$ cat src/rtl/sdp_nrdma_eg_dout_unpack_pkg.sv
// Shared types and sizing helpers for the SDP NRDMA egress read-order data unpacker.
// Optional stall counter macro: SDP_NRDMA_EG_UNPACK_PERF_EN.
package sdp_nrdma_eg_dout_unpack_pkg;

  localparam int DEF_IN_W  = 256;
  localparam int DEF_OUT_W = 64;
  localparam int DEF_CNT_W = 13;
  localparam int PERF_W    = 32;

  typedef enum logic [1:0] {
    ST_IDLE = 2'd0,
    ST_RUN  = 2'd1,
    ST_DONE = 2'd2
  } state_e;

  function automatic int calc_ratio(input int in_w, input int out_w);
    return in_w / out_w;
  endfunction

  // Slice index needs at least one bit even when a beat is a single slice.
  function automatic int idx_width(input int ratio);
    return (ratio > 1) ? $clog2(ratio) : 1;
  endfunction

endpackage

$ cat src/rtl/sdp_nrdma_eg_slice_sel.sv
// Combinational slice mux: picks the OUT_W-wide slice of the holding register
// addressed by the slice index; slice 0 is the LSB slice.
module sdp_nrdma_eg_slice_sel #(
  parameter int IN_W   = 256,
  parameter int OUT_W  = 64,
  parameter int RATIO  = 4,
  parameter int SIDX_W = 2
) (
  input  logic [IN_W-1:0]   i_hold,
  input  logic [SIDX_W-1:0] i_slice_idx,
  output logic [OUT_W-1:0]  o_slice
);

  always_comb begin
    // NOTE: the default assignment before the loop keeps this purely combinational; without it an unmatched index would infer a latch.
    o_slice = i_hold[OUT_W-1:0];
    for (int s = 1; s < RATIO; s++) begin
      if (i_slice_idx == SIDX_W'(s)) o_slice = i_hold[s*OUT_W +: OUT_W];
    end
  end

endmodule

$ cat src/rtl/sdp_nrdma_eg_dout_unpack.sv
// Unpacks IN_W-wide read-order FIFO beats into OUT_W slices, counts beats per layer,
// flags the final slice and pulses layer_done. Macro SDP_NRDMA_EG_UNPACK_PERF_EN adds perf_stall_cnt.
module sdp_nrdma_eg_dout_unpack
  import sdp_nrdma_eg_dout_unpack_pkg::*;
#(
  parameter int IN_W  = DEF_IN_W,
  parameter int OUT_W = DEF_OUT_W,
  parameter int CNT_W = DEF_CNT_W
) (
  input  logic             nvdla_core_clk,
  input  logic             nvdla_core_rstn,
  input  logic             op_en,
  input  logic [CNT_W-1:0] cfg_beat_num,
  input  logic             rod_rd_pvld,
  output logic             rod_rd_prdy,
  input  logic [IN_W-1:0]  rod_rd_pd,
  output logic             dp_pvld,
  input  logic             dp_prdy,
  output logic [OUT_W-1:0] dp_pd,
  output logic             dp_last,
  output logic             layer_done
`ifdef SDP_NRDMA_EG_UNPACK_PERF_EN
  ,
  output logic [PERF_W-1:0] perf_stall_cnt
`endif
);

  localparam int RATIO  = calc_ratio(IN_W, OUT_W);
  localparam int SIDX_W = idx_width(RATIO);
  localparam logic [SIDX_W-1:0] LAST_IDX = SIDX_W'(RATIO - 1);

  state_e             r_state;
  logic [CNT_W-1:0]   r_cfg_beat_num;
  logic [CNT_W-1:0]   r_beat_cnt;
  logic [SIDX_W-1:0]  r_slice_idx;
  logic               r_full;
  logic               r_last_beat_loaded;
  logic [IN_W-1:0]    r_hold;

  logic               w_on_last_idx;
  logic               w_slice_acc;
  logic               w_beat_end;
  logic               w_layer_end;
  logic               w_beat_acc;
  logic [CNT_W-1:0]   w_load_idx;

  assign w_on_last_idx = (r_slice_idx == LAST_IDX);
  assign w_slice_acc   = r_full && dp_prdy;
  assign w_beat_end    = w_slice_acc && w_on_last_idx;
  assign w_layer_end   = w_beat_end && (r_beat_cnt == r_cfg_beat_num);

  // A new beat may enter while the last slice of the current one drains, giving no bubble.
  assign rod_rd_prdy = (r_state == ST_RUN)
                    && (!r_full || (w_on_last_idx && dp_prdy))
                    && !r_last_beat_loaded;
  assign w_beat_acc  = rod_rd_pvld && rod_rd_prdy;

  // A reload happens only while the current beat completes, so the incoming beat is one further on.
  assign w_load_idx = r_full ? (r_beat_cnt + CNT_W'(1)) : r_beat_cnt;

  always_ff @(posedge nvdla_core_clk) begin
    // NOTE: reset is sampled on the clock edge and also clears the wide holding register, so a beat held when reset hits is discarded and dp_pd reads zero.
    if (!nvdla_core_rstn) begin
      r_state            <= ST_IDLE;
      r_cfg_beat_num     <= '0;
      r_beat_cnt         <= '0;
      r_slice_idx        <= '0;
      r_full             <= 1'b0;
      r_last_beat_loaded <= 1'b0;
      r_hold             <= '0;
    end else begin
      // NOTE: every register here uses <= so all updates see the pre-edge values of their neighbours.
      case (r_state)
        ST_IDLE: begin
          if (op_en) begin
            r_state            <= ST_RUN;
            r_cfg_beat_num     <= cfg_beat_num;
            r_beat_cnt         <= '0;
            r_slice_idx        <= '0;
            r_full             <= 1'b0;
            r_last_beat_loaded <= 1'b0;
          end
        end
        ST_RUN: begin
          if (w_beat_end) r_beat_cnt <= r_beat_cnt + CNT_W'(1);
          if (w_beat_acc) begin
            r_hold      <= rod_rd_pd;
            r_full      <= 1'b1;
            r_slice_idx <= '0;
            if (w_load_idx == r_cfg_beat_num) r_last_beat_loaded <= 1'b1;
          end else if (w_slice_acc) begin
            if (w_on_last_idx) r_full <= 1'b0;
            else               r_slice_idx <= r_slice_idx + SIDX_W'(1);
          end
          if (w_layer_end) r_state <= ST_DONE;
        end
        ST_DONE: r_state <= ST_IDLE;
        default: r_state <= ST_IDLE;
      endcase
    end
  end

  sdp_nrdma_eg_slice_sel #(
    .IN_W   (IN_W),
    .OUT_W  (OUT_W),
    .RATIO  (RATIO),
    .SIDX_W (SIDX_W)
  ) u_slice_sel (
    .i_hold      (r_hold),
    .i_slice_idx (r_slice_idx),
    .o_slice     (dp_pd)
  );

  assign dp_pvld    = r_full;
  assign dp_last    = r_full && w_on_last_idx && (r_beat_cnt == r_cfg_beat_num);
  assign layer_done = (r_state == ST_DONE);

`ifdef SDP_NRDMA_EG_UNPACK_PERF_EN
  logic [PERF_W-1:0] r_perf_stall_cnt;

  always_ff @(posedge nvdla_core_clk) begin
    if (!nvdla_core_rstn) begin
      r_perf_stall_cnt <= '0;
    end else if ((r_state == ST_IDLE) && op_en) begin
      r_perf_stall_cnt <= '0;
    end else if ((r_state == ST_RUN) && r_full && !dp_prdy && (r_perf_stall_cnt != '1)) begin
      r_perf_stall_cnt <= r_perf_stall_cnt + PERF_W'(1);
    end
  end

  assign perf_stall_cnt = r_perf_stall_cnt;
`endif

endmodule

$ cat config.mk
export PLATFORM = sky130hd
export DESIGN_NAME = sdp_nrdma_eg_dout_unpack
export DESIGN_NICKNAME = d
export VERILOG_FILES = /design/src/rtl/sdp_nrdma_eg_dout_unpack_pkg.sv /design/src/rtl/sdp_nrdma_eg_slice_sel.sv /design/src/rtl/sdp_nrdma_eg_dout_unpack.sv
export SDC_FILE = /design/constraint.sdc
export NUM_CORES = 1
export LEC_CHECK = 0
export ABC_AREA = 1
export CELL_PAD_IN_SITES_DETAIL_PLACEMENT = 0
export CELL_PAD_IN_SITES_GLOBAL_PLACEMENT = 1
export CORE_MARGIN = 5
export CORE_UTILIZATION = 25
export CTS_BUF_LIST = sky130_fd_sc_hd__clkbuf_2 sky130_fd_sc_hd__clkbuf_4 sky130_fd_sc_hd__clkbuf_8
export CTS_CLUSTER_SIZE = 10
export DETAILED_ROUTE_END_ITERATION = 10
export PLACE_DENSITY = 0.62
export SLEW_MARGIN = 30
export SYNTH_ARGS = -nofsm -noshare
export SYNTH_HDL_FRONTEND = slang
export SYNTH_SLANG_ARGS = --single-unit
$ cat constraint.sdc
create_clock -name nvdla_core_clk -period 3.5 [get_ports nvdla_core_clk]
set_input_delay 0.7 -clock nvdla_core_clk [delete_from_list [all_inputs] [get_ports nvdla_core_clk]]
set_output_delay 0.7 -clock nvdla_core_clk [all_outputs]
set_load 0.01 [all_outputs]
==> impl_metrics.py, run 1 <==
metrics = {
    "status": {
        "status": "finished, final reports clean",
    },
    "sta": {
        "slew_viol_final": 0,
        "fin_ws_ns": 0.07589,
        "finClkSkew_ns": 0.02617,
        "relSlewSlack_pct": 39.06,
        "fmax_mhz": 292.0,
        "final.period_utilization_pct": 97.83,
        "finalHoldViolCount": 0,
        "worstMarginPinSlew_ns": 0.9141,
        "finalSetupViolCount": 0,
        "grt_setup_unrepaired": "yes",
        "fin_setup_tns_ns": 0,
        "min_period_ns": 3.424,
        "holdWs_ns": 0.4459,
    },
    "synthesis": {
        "netlist_instances": 1796,
        "synth-edff-count": 0,
        "yosysWarnings": 0,
        "synthFlopType": "dfxtp_1",
        "synth_area_mm2": 0.01270,
        "ys_types": 33,
        "synth_common_cells": "nand2_1, o21ai_0, dfxtp_1, a21oi_1, inv_1",
        "synth_nets": 2074,
        "synth_top_cell_area_share_pct": 45.38,
        "yosysMostFrequentCell": "nand2_1",
        "yosys.area.top_type": "dfxtp_1",
        "synth_area_leaders": "dfxtp_1, o21ai_0, a21oi_1",
        "ys_seq_elements": 288,
        "yosysSeqAreaShare_pct": 45.38,
        "synthArstFlopShare_pct": 0,
        "synth_area_per_cell_um2": 7.074,
    },
    "layout": {
        "drive_gt1_share_pct": 6.229,
        "areaGrowthSynthToFinish_pct": 40.91,
        "utilization_pct": 35.68,
        "n_fill_cell": 5261,
        "final_nets": 2367,
    },
    "clock_network": {
        "clkSinkCount": 288,
        "clk_pin_slew_worst_paths_ns": 0.05,
        "cts_tree": "built",
        "hold_buffers": 0,
        "clk_latency_ns": 0.64,
        "htree_levels": 2,
        "cts_root_buffer": "clkbuf_8",
        "cts_buffer_depth": 3,
        "cts_buffers": 53,
    },
    "critical_path": {
        "cp.required_ns": 2.80,
        "worst_setup_path_end_kind": "primary output",
        "startpoint_type": "register",
        "r2r_start": "r_slice_idx[0]",
        "critPathKind": "reg2out",
        "worst_ep_arrival_time_ns": 2.72,
        "path_max_fanout": 62,
        "worstSetupStartpoint": "r_slice_idx[1]",
    },
    "power_and_ir_drop": {
        "p_per_area_mw_per_mm2": 462.2,
        "peakVddDrop_mv": 0.2254,
        "p_leak_nw": 6.552,
    },
    "floorplanning": {
        "ioPinCount": 342,
        "coreArea_mm2": 0.05017,
        "chipWidth_um": 235.4,
        "start_util_pct": 25.32,
        "placementRows": 82,
        "die_area_mm2": 0.05543,
        "die_y_um": 235.4,
    },
    "global_routing": {
        "grtUsageTotal_pct": 16.29,
        "first_global_vias": 12310,
        "overflow": 0,
        "grt_first_pass_wirelength_um": 72310,
        "antenna_found_initial": 13,
        "grt_max_degree": 172,
    },
    "place": {
        "pre_cts_slack_ns": 0.4448,
        "hpwlAfterDp_um": 32540,
        "routabilityCongestion": 0.8112,
        "numPortBuffers": 341,
    },
    "drt": {
        "routed_wl_um": 47620,
        "wire_per_inst_um": 17.01,
        "drtPass1Iterations": 5,
        "vias_per_cell": 4.542,
        "drtIter0Drc": 683,
        "drc": 0,
        "vias": 12710,
        "postRouteAntennaNets": 0,
    },
    "min_path": {
        "hold_class": "reg2reg",
        "hp-start": "r_hold[5]",
    },
    "job": {
        "drv_cap": 0,
    },
}
-- metrics by stage --
step / power [W] / area, um^2 / std cells
global route: 0.008736 / 17900 / 2799
global placement: 0.005160 / 16750 / 2703
detailed placement: 0.005171 / 16750 / 2703
CTS: 0.008452 / 17830 / 2790
floorplan: 0.004334 / 12700 / 1796
finish: 0.008274 / 17900 / 2799
-- final timing paths --
check | end | slack [ns] | depth (start not counted)
max reg2reg | r_slice_idx[0] | 1.29 | 9
max | dp_pd[51] | 0.08 | 7
min reg2reg | r_hold[5] | 0.45 | 2
min | r_hold[5] | 0.45 | 2
-- cells by family after synthesis --
logic type / after synthesis / share of synthesized area (%)
DFF: 288 / 45.38
and+or+nand+nor: 436 / 13.81
adders and majority gates: 4 / 0.3939
buffers and inverters: 372 / 11.39
AOI/OAI and AO/OA: 689 / 28.54
xor gates and xnor gates: 7 / 0.4826
-- timing repair --
action	4_1_cts	5_1_grt
gates resized for setup	8	19
setup endpoints to repair	40	28
setup buffers	2	1
pin swaps	0	1
cloned	0	0
-- registers in the layout (all words and copies together) (netlist names) --
signal	cells
r_last_beat_loaded	1
r_beat_cnt	13
r_state	2
dp_pvld	1
r_cfg_beat_num	13
r_hold	256
r_slice_idx	2
-- layout by cell type, fill, tap and decap left out, types with 2 or more instances in the layout --
| master | netlist | routed |
|---|---|---|
| a21oi_1 | 276 | 276 |
| a31oi_1 | 2 | 2 |
| buf_12 | 0 | 9 |
| buf_16 | 0 | 2 |
| buf_4 | 5 | 17 |
| clkbuf_4 | 0 | 22 |
| clkbuf_8 | 0 | 60 |
| clkdlybuf4s50_1 | 0 | 329 |
| clkinv_2 | 0 | 2 |
| dfxtp_1 | 288 | 288 |
| diode_2 | 0 | 8 |
| dlymetal6s2s_1 | 0 | 10 |
| ha_4 | 0 | 2 |
| inv_1 | 237 | 236 |
| inv_2 | 4 | 3 |
| nand2_1 | 346 | 346 |
| nand3_1 | 22 | 22 |
| nand4_1 | 13 | 13 |
| nor2_1 | 39 | 39 |
| nor2_2 | 3 | 3 |
| nor3_1 | 5 | 5 |
| o211ai_1 | 64 | 64 |
| o21a_1 | 3 | 3 |
| o21ai_0 | 329 | 321 |
| o21ai_1 | 12 | 18 |
| o21ai_2 | 0 | 2 |
| xnor2_1 | 5 | 5 |
| xor2_1 | 2 | 2 |
-- worst max-delay path, stage by stage, from the launching register on --
cell and delay, ns:
dfxtp_1 0.40, inv_1 0.11, ha_4 0.23, buf_16 0.20
o21ai_0 0.32, o211ai_1 0.13, o21ai_0 0.10, clkdlybuf4s50_1 0.57
-- area by class of cell --
class                      instances  area (um^2)  area share [%]
multi-input combinational       1136         5533           30.91
timing repair buffer             369         3795           21.20
tap                              672        840.8           4.697
antenna                            8        20.02          0.1118
sequential                       288         5766           32.21
inverter                         241        932.1           5.207
clock inverter                     3        25.02          0.1398
clock buffer                      82        991.0           5.535
-- where the power goes --
group	internal [W]	total (W)	switching (W)	leakage [nW]
registers	0.00348	0.00354	0.0000611	2.36
clock network	0.00177	0.00318	0.00140	0.547
logic	0.000765	0.00156	0.000797	3.65
-- routing by layer --
metal	vias to the layer above	GRT usage, %	part of all wire [%]
met5	-	0	0.11
met4	8	5.595	2.4
met3	80	3.936	5.2
met2	306	25.61	45
met1	5828	21.96	47
li1	6490	-	-
No activity file was read; power rests on OpenSTA's default activity.
==> inputs of run 2 (changes only) <==
--- a/config.mk
+++ b/config.mk
@@ -8,6 +8,7 @@
 export ABC_AREA = 1
 export CELL_PAD_IN_SITES_DETAIL_PLACEMENT = 0
 export CELL_PAD_IN_SITES_GLOBAL_PLACEMENT = 1
+export CORE_ASPECT_RATIO = 1.5
 export CORE_MARGIN = 5
 export CORE_UTILIZATION = 25
 export CTS_BUF_LIST = sky130_fd_sc_hd__clkbuf_2 sky130_fd_sc_hd__clkbuf_4 sky130_fd_sc_hd__clkbuf_8
==> impl_metrics.py, run 2 (synthesis results as in run 1) <==
metrics = {
    "global_routing": {
        "overflow": 0,
        "grt_max_degree": 158,
        "grt_first_pass_wirelength_um": 74050,
        "first_global_vias": 12490,
        "grtUsageTotal_pct": 16.69,
        "antenna_found_initial": 12,
    },
    "min_path": {
        "hold_class": "reg2reg",
    },
    "drt": {
        "drc": 0,
        "vias": 12820,
        "postRouteAntennaNets": 0,
        "drtPass1Iterations": 5,
        "vias_per_cell": 4.568,
        "drtIter0Drc": 588,
        "routed_wl_um": 49630,
        "wire_per_inst_um": 17.69,
    },
    "critical_path": {
        "startpoint_type": "register",
        "cp_cell_sequence": "inv_1 -> ha_4 -> buf_12 -> o21ai_0 -> o211ai_1 -> o21ai_0 -> clkdlybuf4s50_1",
        "cp.required_ns": 2.80,
        "timing.rr.end": "r_hold[61]",
        "path_max_fanout": 60,
        "critical_path.max_stage_delay_ns": 0.57,
        "critPathKind": "reg2out",
        "worst_setup_path_end_kind": "primary output",
        "worstSetupStartpoint": "r_slice_idx[1]",
        "ff2ff_setup_slack_ns": 1.33,
        "crit_top_cell": "o21ai_0",
        "r2r_start": "r_slice_idx[0]",
        "cp_slowest_cell": "clkdlybuf4s50_1",
        "worst_ep_arrival_time_ns": 2.70,
        "reg2regPathDepth": 8,
        "crit_end": "dp_pd[50]",
    },
    "clock_network": {
        "htree_levels": 2,
        "cts_root_buffer": "clkbuf_8",
        "clkSinkCount": 288,
        "cts_tree": "built",
        "clk_pin_slew_worst_paths_ns": 0.06,
        "cts_buffers": 49,
        "cts_buffer_depth": 3,
        "clk_latency_ns": 0.58,
    },
    "floorplanning": {
        "chipWidth_um": 194.1,
        "die_area_mm2": 0.05552,
        "ioPinCount": 342,
        "die_y_um": 286.1,
        "placementRows": 101,
        "coreArea_mm2": 0.05055,
        "start_util_pct": 25.13,
    },
    "power_and_ir_drop": {
        "peakVddDrop_mv": 0.2027,
        "power_switching_w": 0.002287,
        "netSwitchingFraction_pct": 26.91,
        "p_int_w": 0.006211,
        "combPwrFrac_pct": 18.3,
        "p_per_area_mw_per_mm2": 472.3,
        "p_seq_share_pct": 41.6,
        "power.clock.fraction_pct": 40.1,
        "p_leak_nw": 6.447,
    },
    "place": {
        "hpwlAfterDp_um": 34280,
        "numPortBuffers": 341,
        "routabilityCongestion": 0.8600,
    },
    "status": {
        "status": "finished, final reports clean",
    },
    "sta": {
        "worstMarginPinSlew_ns": 0.7476,
        "slew_viol_final": 0,
        "fmax_mhz": 294.2,
        "finalHoldViolCount": 0,
        "finClkSkew_ns": 0.01614,
        "grt_setup_unrepaired": "yes",
        "holdWs_ns": 0.4469,
        "relSlewSlack_pct": 50.16,
        "min_period_ns": 3.399,
        "final.period_utilization_pct": 97.11,
        "fin_setup_tns_ns": 0,
        "finalSetupViolCount": 0,
    },
    "layout": {
        "final_common_cell": "nand2_1",
        "reg.largest.list": "r_hold x256, r_beat_cnt x13, r_cfg_beat_num x13",
        "areaGrowthSynthToFinish_pct": 41.64,
        "final_nets": 2367,
        "drive_gt1_share_pct": 6.485,
        "largest_register": "r_hold",
        "largest_reg_flops": 256,
        "final_cell_mix": "nand2_1, clkdlybuf4s50_1, o21ai_0",
    },
    "job": {
        "drv_cap": 0,
    },
}
run 2: cell types whose count changed in the layout (fill, tap and decap cells not counted), moves of 3 or more:
| cell | delta |
|---|---|
| dlymetal6s2s_1 | -10 |
| clkdlybuf4s50_1 | +11 |
| o21ai_1 | -3 |
| buf_12 | +3 |
| clkbuf_4 | -5 |
| clkbuf_8 | +8 |
| o21ai_0 | +5 |
run 2: critical path: cells and delay by family, from the launching register on:
family                   cells  cell delay (ns)
buffers and inverters        3             0.85
AO/OA/AOI/OAI                3             0.63
flip-flops                   1             0.40
adder cells (fa/ha/maj)      1             0.19
run 2: routing by layer:
metal	wire length (um)	part of all wire, %	GRT usage, %
met1	20800	42	20.23
met2	25120	51	29.66
met3	2310	4.7	3.206
met4	1353	2.7	5.628
met5	47	0.095	0
run 2: worst min path at each step:
stage / from / end / slack [ns] / cells after the start
after floorplan: r_hold[0] / r_hold[0] / 0.42 / 2
after global placement: r_hold[197] / r_hold[197] / 0.43 / 2
after detailed placement: r_hold[192] / r_hold[192] / 0.44 / 2
after CTS: r_hold[192] / r_hold[192] / 0.45 / 2
after global routing: r_hold[61] / r_hold[61] / 0.46 / 2
final: r_hold[38] / r_hold[38] / 0.45 / 2
run 2: power by group through the flow:
stage / combinational, W / clock (W) / sequential, W
3_5_place_dp: 0.00156 / 0 / 0.00361
3_3_place_gp: 0.00156 / 0 / 0.00360
6_report: 0.00155 / 0.00341 / 0.00354
4_1_cts: 0.00157 / 0.00356 / 0.00354
2_1_floorplan: 0.000742 / 0 / 0.00359
5_1_grt: 0.00171 / 0.00370 / 0.00355
run 2: what timing repair did:
action / in CTS / in global routing
gates resized for setup: 4 / 5
endpoints found under the setup margin: 64 / 17
cloned: 0 / 2
setup buffers: 0 / 0
hold buffers: 0 / 0
run 2: through the flow:
step	utilization (%)	instance area [um^2]	worst slack (ns)	cells	power [W]
2_1_floorplan	-	12700	1.332	1796	0.004334
3_3_place_gp	33.26	16810	0.4119	2705	0.005161
3_5_place_dp	33.26	16810	0.3646	2705	0.005170
4_1_cts	35.49	17940	0.01742	2795	0.008667
5_1_grt	35.60	17990	-0.03651	2806	0.008963
6_report	35.60	17990	0.1013	2806	0.008498
run 2: cell type report:
| cell class | instances | area (um^2) |
|---|---|---|
| timing repair inverter | 2 | 17.52 |
| timing repair buffer | 371 | 3786 |
| tap | 669 | 837.1 |
| inverter | 241 | 930.9 |
| clock buffer | 85 | 1064 |
| sequential | 288 | 5766 |
| multi-input combinational | 1136 | 5519 |
| fill | 5413 | 32550 |
| clock inverter | 5 | 52.55 |
| antenna | 9 | 22.52 |
==> inputs of run 3 (changes only) <==
--- a/config.mk
+++ b/config.mk
@@ -18,4 +18,5 @@
 export SLEW_MARGIN = 30
 export SYNTH_ARGS = -nofsm -noshare
 export SYNTH_HDL_FRONTEND = slang
+export SYNTH_HIERARCHICAL = 1
 export SYNTH_SLANG_ARGS = --single-unit
==> impl_metrics.py, run 3 <==
metrics = {
    "sta": {
        "min_period_ns": 3.363,
        "final.period_utilization_pct": 96.08,
        "worstMarginPinSlew_ns": 0.8449,
        "finClkSkew_ns": 0.03595,
        "finalSetupViolCount": 0,
        "finalHoldViolCount": 0,
        "fmax_mhz": 297.4,
        "grt_setup_unrepaired": "yes",
        "relSlewSlack_pct": 43.67,
        "slew_viol_final": 0,
        "holdWs_ns": 0.4630,
    },
    "min_path": {
        "hold_end": "r_hold[250]",
        "hp-start": "r_hold[250]",
        "whs_path_depth": 2,
        "hold_class": "reg2reg",
    },
    "synthesis": {
        "synth_top_cell_area_share_pct": 42.88,
        "yosys.area.top_type": "dfxtp_1",
        "synthArstFlopShare_pct": 0,
        "yosysMostFrequentCell": "nand2_1",
        "synthFlopType": "dfxtp_1",
        "synth_area_leaders": "dfxtp_1, nand2_1, a21oi_1",
        "synth_area_per_cell_um2": 6.568,
        "ys_seq_elements": 288,
        "synth-edff-count": 0,
        "yosysWarnings": 6,
        "yosysSeqAreaShare_pct": 42.88,
        "synth_nets": 2323,
        "synth_common_cells": "nand2_1, dfxtp_1, a21oi_1, inv_1, nand3_1",
        "synth_area_mm2": 0.01345,
        "netlist_instances": 2047,
        "ys_types": 30,
    },
    "critical_path": {
        "crit_cells": 8,
        "cp_slowest_cell": "clkdlybuf4s50_1",
        "cp_cell_sequence": "inv_1 -> nand2_8 -> inv_2 -> buf_12 -> nand2_1 -> nand3_1 -> nand2_1 -> clkdlybuf4s50_1",
        "critPathKind": "reg2out",
        "worst_ep_arrival_time_ns": 2.66,
        "cp_top_family": "buffers and inverters",
        "path_max_fanout": 40,
        "critical_path.max_stage_delay_ns": 0.53,
        "startpoint_type": "register",
        "path_buf_inv": 4,
        "r2r_start": "r_slice_idx[0]",
        "reg2regPathDepth": 8,
        "cp.required_ns": 2.80,
        "crit_top_cell": "nand2_1",
        "ff2ff_setup_slack_ns": 1.17,
        "worst_setup_path_end_kind": "primary output",
        "timing.rr.end": "r_hold[4]",
    },
    "power_and_ir_drop": {
        "power_switching_w": 0.002341,
        "p_seq_share_pct": 41.2,
        "power.clock.fraction_pct": 41.4,
        "peakVddDrop_mv": 0.2813,
        "netSwitchingFraction_pct": 27.58,
        "p_int_w": 0.006145,
        "p_leak_nw": 7.067,
        "combPwrFrac_pct": 17.4,
        "p_per_area_mw_per_mm2": 460.2,
    },
    "floorplanning": {
        "die_area_mm2": 0.05861,
        "ioPinCount": 342,
        "start_util_pct": 25.14,
        "die_y_um": 294.0,
        "coreArea_mm2": 0.05348,
        "placementRows": 104,
        "chipWidth_um": 199.4,
    },
    "global_routing": {
        "grt_first_pass_wirelength_um": 80120,
        "overflow": 0,
        "grt_max_degree": 154,
        "antenna_found_initial": 3,
        "first_global_vias": 13840,
        "grtUsageTotal_pct": 17.40,
    },
    "clock_network": {
        "cts_buffers": 51,
        "clk_pin_slew_worst_paths_ns": 0.06,
        "clk_latency_ns": 0.61,
        "cts_buffer_depth": 3,
        "htree_levels": 2,
        "cts_root_buffer": "clkbuf_8",
        "clkSinkCount": 288,
        "cts_tree": "built",
    },
    "drt": {
        "drc": 0,
        "postRouteAntennaNets": 0,
        "vias_per_cell": 4.485,
        "drtPass1Iterations": 5,
        "drtIter0Drc": 606,
        "vias": 13780,
        "routed_wl_um": 53640,
        "wire_per_inst_um": 17.46,
    },
    "layout": {
        "areaGrowthSynthToFinish_pct": 37.13,
        "final_common_cell": "nand2_1",
        "final_nets": 2616,
        "final_cell_mix": "nand2_1, clkdlybuf4s50_1, dfxtp_1",
        "utilization_pct": 34.48,
        "drive_gt1_share_pct": 6.211,
        "largest_register": "r_hold",
        "largest_reg_flops": 256,
        "reg.largest.list": "r_hold x256, r_beat_cnt x13, r_cfg_beat_num x13",
    },
    "job": {
        "drv_cap": 0,
    },
    "status": {
        "status": "finished, final reports clean",
    },
    "place": {
        "hpwlAfterDp_um": 36930,
        "numPortBuffers": 341,
        "routabilityCongestion": 0.8997,
    },
}
run 3: cell count changes after synthesis, moves of 5 or more:
cell      before  now
buf_1          5    0
buf_2         26   50
buf_6          0   34
clkbuf_1      95   40
inv_1        237  162
nand2_1      346  921
nand3_1       22  136
nand3_2        0   11
nand4_1       13    4
nor2_1        39   56
o211ai_1      64    1
o21ai_0      329   28
o21ai_1       12    0
run 3: how the worst max path moves through the flow:
stage / startpoint / endpoint / slack (ns)
6_report: r_slice_idx[1] / dp_pd[36] / 0.14
5_1_grt: r_slice_idx[1] / dp_pd[22] / -0.001
4_1_cts: r_slice_idx[1] / dp_pd[4] / 0.05
3_5_place_dp: r_slice_idx[1] / dp_pd[4] / 0.51
3_3_place_gp: r_slice_idx[1] / dp_pd[4] / 0.53
2_1_floorplan: dp_pvld / dp_last / 1.54
run 3: what timing repair did:
item / CTS / global route
buffers inserted: 1 / 0
setup endpoints to repair: 63 / 7
hold buffers: 0 / 0
gates resized for setup: 3 / 2
run 3: area by class of cell:
class / count / area (um^2)
clock inverters: 10 / 86.33
diodes: 1 / 2.502
fillers: 5846 / 35040
well taps: 689 / 862.1
repair buffers: 366 / 3712
multi-input cells: 1464 / 6276
inverters: 169 / 649.4
flip-flops and latches: 288 / 5772
clock buffers: 86 / 1077
run 3: cell families after synthesis:
kind of cell,count (synthesis),synth area share (%)
AOI/OAI and AO/OA,309,11.61
xor gates and xnor gates,9,0.5863
adders and majority gates,2,0.1861
buffers and inverters,295,10.66
DFF,288,42.88
and+or+nand+nor,1144,34.08
run 3: metal layers:
layer | part of all wire [%] | wire, um | global-route usage, %
met5 | 0.024 | 13 | 0
met4 | 2.5 | 1338 | 4.840
met3 | 5.0 | 2690 | 2.611
met2 | 50 | 27000 | 31.53
met1 | 42 | 22600 | 21.27
run 3: per-stage QoR:
stage	std cells	setup slack (ns)	power [W]	TNS, ns	instance area, um^2
3_5_place_dp	2975	0.5138	0.005058	0	17240
6_report	3073	0.1370	0.008485	0	18440
2_1_floorplan	2047	1.544	0.004279	0	13450
5_1_grt	3073	-0.001434	0.008914	-0.001434	18440
3_3_place_gp	2975	0.5317	0.005056	0	17240
4_1_cts	3072	0.05259	0.008642	0	18430
run 3: power groups by stage:
stage	Sequential, W	Combinational, W	Clock, W
final	0.00350	0.00148	0.00351
after global placement	0.00357	0.00149	0
after detailed placement	0.00357	0.00149	0
after floorplan	0.00355	0.000732	0
after global routing	0.00351	0.00162	0.00378
after CTS	0.00350	0.00150	0.00364
run 3: worst register-to-register path: cells and delay by family, from the launching register on:
kind	cells	cell delay, ns
AOI/OAI and AO/OA	1	0.16
adders and majority gates	1	0.27
buffers and inverters	2	0.76
DFF	1	0.50
and+or+nand+nor	4	0.58
